[config.mk]
export PLATFORM = sky130hd
export DESIGN_NAME = pipe_stage_skid_reg
export DESIGN_NICKNAME = d
export VERILOG_FILES = /design/src/rtl/pipe_stage_skid_reg.sv
export SDC_FILE = /design/constraint.sdc
export NUM_CORES = 1
export LEC_CHECK = 0
export BUFFER_PORTS_ARGS = -buffer_cell sky130_fd_sc_hd__buf_2
export CORE_MARGIN = 2
export CORE_UTILIZATION = 49
export CTS_CLUSTER_SIZE = 25
export DETAILED_ROUTE_END_ITERATION = 7
export PLACE_DENSITY = 0.71
export SLEW_MARGIN = 20
export SYNTH_ARGS = -nofsm -noshare
export SYNTH_HDL_FRONTEND = slang
export SYNTH_SLANG_ARGS = --single-unit
[constraint.sdc]
create_clock -name clk -period 1.4 [get_ports clk]
set_input_delay 0.07 -clock clk [delete_from_list [all_inputs] [get_ports clk]]
set_output_delay 0.07 -clock clk [all_outputs]
set_load 0.02 [all_outputs]
[src/rtl/pipe_stage_skid_reg.sv]
// Valid/ready pipeline stage register with a 2-entry skid buffer and a registered in_ready.
// Optional stall/bubble performance counters are enabled by defining PIPE_STAGE_PERF_EN.
module pipe_stage_skid_reg #(
   parameter int unsigned       DATA_W    = 32,
   parameter logic [DATA_W-1:0] RESET_VAL = '0
) (
   input  logic              clk,
   input  logic              reset,
   input  logic              in_valid,
   output logic              in_ready,
   input  logic [DATA_W-1:0] in_data,
   input  logic              flush,
   output logic              out_valid,
   input  logic              out_ready,
   output logic [DATA_W-1:0] out_data,
   output logic [1:0]        occupancy
`ifdef PIPE_STAGE_PERF_EN
   ,
   output logic [31:0]       stall_cnt,
   output logic [31:0]       bubble_cnt
`endif
);

   // Handshake: a transfer happens on a rising edge where valid and ready are both high.
   // Upstream may change in_valid/in_data freely while in_ready is low; they are ignored.
   typedef enum logic [1:0] {
      ST_EMPTY = 2'd0,
      ST_ONE   = 2'd1,
      ST_FULL  = 2'd2
   } state_t;

   state_t            state;
   state_t            state_n;
   logic [DATA_W-1:0] main_d;
   logic [DATA_W-1:0] main_d_n;
   logic [DATA_W-1:0] skid_d;
   logic [DATA_W-1:0] skid_d_n;
   logic              ready_q;
   logic              ready_n;
   logic              main_v;
   logic              skid_v;
   logic              accept;
   logic              emit;

   assign main_v    = (state != ST_EMPTY);
   assign skid_v    = (state == ST_FULL);
   assign accept    = in_valid & ready_q;
   assign emit      = main_v & out_ready;
   assign in_ready  = ready_q;
   assign out_valid = main_v;
   assign out_data  = main_v ? main_d : RESET_VAL;
   assign occupancy = {1'b0, main_v} + {1'b0, skid_v};

   always_ff @(posedge clk) begin
      if (reset) begin
         state   <= ST_EMPTY;
         main_d  <= RESET_VAL;
         skid_d  <= RESET_VAL;
         ready_q <= 1'b1;
      end else begin
         state   <= state_n;
         main_d  <= main_d_n;
         skid_d  <= skid_d_n;
         ready_q <= ready_n;
      end
   end

   always_comb begin
      state_n  = state;
      main_d_n = main_d;
      skid_d_n = skid_d;
      if (flush) begin
         // An accept in this cycle is dropped; upstream still treats it as consumed.
         state_n  = ST_EMPTY;
         main_d_n = RESET_VAL;
         skid_d_n = RESET_VAL;
      end else begin
         case (state)
            ST_EMPTY: begin
               if (accept) begin
                  state_n  = ST_ONE;
                  main_d_n = in_data;
               end
            end
            ST_ONE: begin
               case ({accept, emit})
                  2'b11: main_d_n = in_data;
                  2'b10: begin
                     state_n  = ST_FULL;
                     skid_d_n = in_data;
                  end
                  2'b01: begin
                     state_n  = ST_EMPTY;
                     main_d_n = RESET_VAL;
                  end
                  default: ;
               endcase
            end
            ST_FULL: begin
               // ready_q is low here, so no accept can coincide with the skid drain.
               if (emit) begin
                  state_n  = ST_ONE;
                  main_d_n = skid_d;
                  skid_d_n = RESET_VAL;
               end
            end
            default: begin
               state_n  = ST_EMPTY;
               main_d_n = RESET_VAL;
               skid_d_n = RESET_VAL;
            end
         endcase
      end
      ready_n = (state_n != ST_FULL);
   end

`ifdef PIPE_STAGE_PERF_EN
   // Classified from the current out_valid, so a flush cycle counts by its pre-flush contents.
   always_ff @(posedge clk) begin
      if (reset) begin
         stall_cnt  <= '0;
         bubble_cnt <= '0;
      end else begin
         if (main_v && !out_ready && (stall_cnt != 32'hFFFF_FFFF))
            stall_cnt <= stall_cnt + 32'd1;
         if (!main_v && out_ready && (bubble_cnt != 32'hFFFF_FFFF))
            bubble_cnt <= bubble_cnt + 32'd1;
      end
   end
`endif

endmodule

# After elaboration in Yosys (flattened, before gate mapping)
# Index checks and enable logic that the tools add are counted.
[word_totals] regBits=67 inputBits=37 output_inout_bits=36 word_cells=36
[op_classes] muxes=13 addsub=1 reduce_logical=5 n_bitwise=3 eq_ne=10
[op_table] op="$pmux 32 s3" count=2
[op_table] op="$mux 32" count=5
[op_table] op="$pmux 32 s2" count=1
[op_table] op="$eq 2x2->1 const B" count=3
[op_table] op="$mux 2" count=3
[op_table] op="$ne 2x2->1 const B" count=3
[op_table] op="$pmux 2 s3" count=1
[op_table] op="$reduce_and 3->1" count=2
[op_table] op="$eq 2x1->1 const B" count=2
[op_table] op="$pmux 2 s2" count=1
[op_table] op="$ne 3x1->1 const B" count=1
[op_table] op="$add 1x1->2" count=1
[op_table] op="$and 1x1->1" count=2
[op_table] op="$logic_not 2->1" count=1
[op_table] op="$ne 2x1->1 const B" count=1
[op_table] op="$reduce_bool 2->1" count=1
[op_table] op="$reduce_or 2->1" count=1
[op_table] op="$not 1->1" count=1

# Longest topological paths before layout
[logic_depth] word_depth=7 depth_mapped=7 ltp_nobuf=4

# Least setup slack after synthesis
# OpenSTA, ideal clock, no wires.
[synth_timing] path_kind="flip-flop to flip-flop" start="register ready_q, in the netlist in_ready" end="register skid_d[28]" path_slack_ps=-115 period_less_slack_ps=1515 t_required_ps=1269 path_stages_with_launch=7 arrival_time_ps=1384 path_buffers=2 setup_ps=131 cell_sequence="dfxtp_1 -> and3b_1 -> o22a_1 -> buf_2 -> buf_4 -> mux2i_1 -> nor2_1"
[synth_between] elab_chain_cells=4
[synth_lines] item="from (decl)" line_no="38" text="logic ready_q;"
[synth_lines] item="from (signal assigned)" line_no="64" text="ready_q <= ready_n;"
[synth_lines] item="$and 1x1->1" line_no="47" text="assign accept = in_valid & ready_q;"
[synth_lines] item="$eq 2x2->1" line_no="86" text="case ({accept, emit})"
[synth_lines] item="$ne 2x2->1 (no line)"
[synth_lines] item="$reduce_and 3->1 (no line)"
[synth_lines] item="to (signal assigned)" line_no="63" text="skid_d <= skid_d_n;"
[synth_lines] item="to (decl)" line_no="36" text="logic [DATA_W-1:0] skid_d;"
# Every way passes these cells.
# A chain may end at the register's enable or synchronous reset.

# Final worst setup path
[layout_timing] start="register state[1]" end="output port out_data[7]"
[layout_between] elab_chain_cells=2
[layout_lines] item="from (decl)" line_no="32" text="state_t state;"
[layout_lines] item="from (signal assigned)" line_no="61" text="state <= state_n;"
[layout_lines] item="$reduce_bool 2->1" line_no="45" text="assign main_v = (state != ST_EMPTY);"
[layout_lines] item="$mux 32" line_no="51" text="assign out_data = main_v ? main_d : RESET_VAL;"
[layout_lines] item="to (decl)" line_no="15" text="output logic [DATA_W-1:0] out_data,"
# Every way passes these cells.

==> results.cfg <==
[die]
rows = 30
core_area_mm2 = 0.00687
initial_core_util_pct = 51.2
die_area_mm2 = 0.00787
die_w_um = 88.7
ios = 73
dieHeight_um = 88.7

[clocking]
numCtsBuffers = 9
clock-sinks = 67
htree_levels = 3
path_clk_slew_ns = 0.07
ctsHoldBuffers = 0
clk_path_buf_depth = 2
cts_tree = built
clk_latency_ns = 0.34
clock-root-buffer = clkbuf_8

[detailed_routing]
ant_nets = 0
post_drt_via_cell_ratio = 5.31
dr.first_iter.drc_count = 144
drt-total-wl_um = 9920
first_pass_iters = 4
drc_errors = 0
vias = 3166
avgRoutedWirePerCell_um = 16.6

[yosys]
syn-cell-area_mm2 = 0.00352
syn_nets = 439
yosys.area.top_type_share_pct = 38.1
synth_edf_count = 0
synth_cells = 402
yosys_warnings = 0
yosysSeqAreaShare_pct = 38.1
async_flop_share_pct = 0
synth_area_per_cell_um2 = 8.75
synth_area_leaders = dfxtp_1 (38%), and2_1 (15%), mux2i_1 (9.1%), nor2_1 (5.1%), mux2_2 (4.8%)
synth_cell_types = 32
synth-seq-cells = 67
ys.flop_type = dfxtp_1
synth_top_area_cell = dfxtp_1

[grt]
busiest_layer = met2
antenna_found_initial = 0
met3_usage_pct = 4.94
grt_usage_pct = 24.2
grt_pass1_wl_um = 14600
grt_overflow = 0
met2_usage_pct = 39.8
grt_pass1_vias = 2957
grtUsageMet1_pct = 31.9
grt_max_degree = 42

[outcome]
violations = negative setup slack
outcome = finished with violations

[worst_setup_path]
path_delay_family = simple AND/OR/NAND/NOR gates
crit_path_end_kind = primary output
cp.arrival_ns = 1.49
worst_ep_required_time_ns = 1.33
critPathKind = flop to primary output
start_kind = flop
critical_path_buf_inv_count = 2
cpPeakStageDelay_ns = 0.36
crit_fanout = 13
worstPathCellList = or2_4 -> buf_12 -> and2_1 -> buf_2
cp_slowest_cell = dfxtp_4

[sta]
finalSetupViolations = 94
fin_crit_sh_pct = 111
max_slew_margin_pct = 70.2
hold_ws_ns = 0.0836
report.final.slew_viol_count = 0
fmax_mhz = 642
worst_slew_pin_slew_ns = 0.446
hold_viol = 0
period_needed_ns = 1.56
setup_ws_ns = -0.157
skew_ns = 0.00524
rsz0062_at_grt = yes

[placement]
gp_congestion = 0.779
placed_area_mm2 = 0.00403
io_buffers = 72
placedCellCount = 558
dp_hpwl_um = 5530
dpl_worst_slack_ns = -0.128

[layout]
fin_cells = 596
fin_area_mm2 = 0.00480
syn2layout_area_growth_pct = 36.5
nNetsFinal = 532
final_core_util_pct = 69.9
drive_gt1_share_pct = 41.8
diodes = 0

[power]
p_leak_nw = 1.98
ir_drop_mv = 0.598
p_clk_share_pct = 34.3
p_int_mw = 3.07
switching_share_pct = 27.1
seqPwrFrac_pct = 46.8
combPwrFrac_pct = 18.9
power_density_mw_per_mm2 = 877
switchingPower_mw = 1.14

[worst_hold_path]
hold_class = primary input to flop

[job]
cap_violations = 0
## logic make-up after synthesis
kind of cell,share of synthesized area [%]
DFF,38.1
buffers and inverters,5.62
muxes,13.9
AOI/OAI and AO/OA,15.4
and+or+nand+nor,26.9
## power groups by stage
stage / sequential (mW) / combinational [mW] / clock (mW)
floorplan: 2.00 / 0.388 / 0
global placement: 2.01 / 0.552 / 0
detailed placement: 2.01 / 0.561 / 0
CTS: 1.97 / 0.690 / 1.46
global route: 1.97 / 0.844 / 1.57
finish: 1.97 / 0.796 / 1.45
## layout make-up
type	instances	area, um^2
multi-input combinational	299	2130
tap	96	120
clock buffer	14	163
clock inverter	2	10.0
fill	526	2070
timing repair buffer	117	1030
inverter	1	3.75
sequential	67	1350
## path summary, 6_finish.rpt
kind | startpoint | slack [ns] | end | depth (start not counted)
worst min register to register | main_d[11] | 0.45 | main_d[11] | 2
worst min-delay path | in_data[1] | 0.08 | skid_d[1] | 4
worst max-delay path | state[1] | -0.16 | out_data[7] | 4
worst max register to register | state[1] | -0.14 | main_d[1] | 6
## cells in the mapped netlist (10+ instances only)
cell / number
nand2b_1: 19
a21oi_1: 26
mux2_2: 15
o21ai_2: 10
a22oi_1: 15
dfxtp_1: 67
nor2_1: 48
a21oi_2: 10
nand2_1: 18
clkbuf_1: 18
and2_1: 82
buf_2: 10
mux2i_1: 32
## cell usage in the layout, fill, tap and decap left out, drive strengths merged, types with 2 or more instances in the layout
cell | Yosys | routed
a21oi | 36 | 36
nand2b | 19 | 19
or2 | 2 | 2
nand3b | 3 | 3
nor2b | 2 | 2
dfxtp | 67 | 67
o21ai | 17 | 17
mux2i | 32 | 32
nand2 | 18 | 18
a22oi | 15 | 15
mux2 | 15 | 15
clkbuf | 18 | 17
clkinv | 0 | 2
nor2 | 48 | 48
and2 | 82 | 82
buf | 17 | 114
## worst reg2reg max path: cells and delay by family, from the launching register on
kind,cells,cell delay [ns]
buffers and inverters,2,0.38
DFF,1,0.36
and+or+nand+nor,2,0.39
AOI/OAI and AO/OA,2,0.36
## per-stage QoR
| step | power [mW] | TNS, ns |
|---|---|---|
| after floorplan | 2.39 | 0 |
| after global placement | 2.56 | -0.198 |
| after detailed placement | 2.57 | -1.66 |
| after CTS | 4.12 | -6.31 |
| after global routing | 4.39 | -11.46 |
| final | 4.21 | -7.75 |
## sequential cells by signal, summed over array words and instances (netlist names)
name,count
in_ready,1
state,2
skid_d,32
main_d,32
## timing repair
item	4_1_cts	5_1_grt
setup buffers	6	8
gates cloned	4	4
pin swaps	13	12
hold endpoints to repair	0	0
gates resized for setup	65	31
endpoints found under the setup margin	55	101
## routing by layer
metal | share of wire (%) | up-vias
met5 | 0 | -
met4 | 1.1 | 0
met3 | 4.5 | 8
met2 | 49 | 83
met1 | 46 | 1555
li1 | - | 1520
Power figures use the tool's default switching activity.
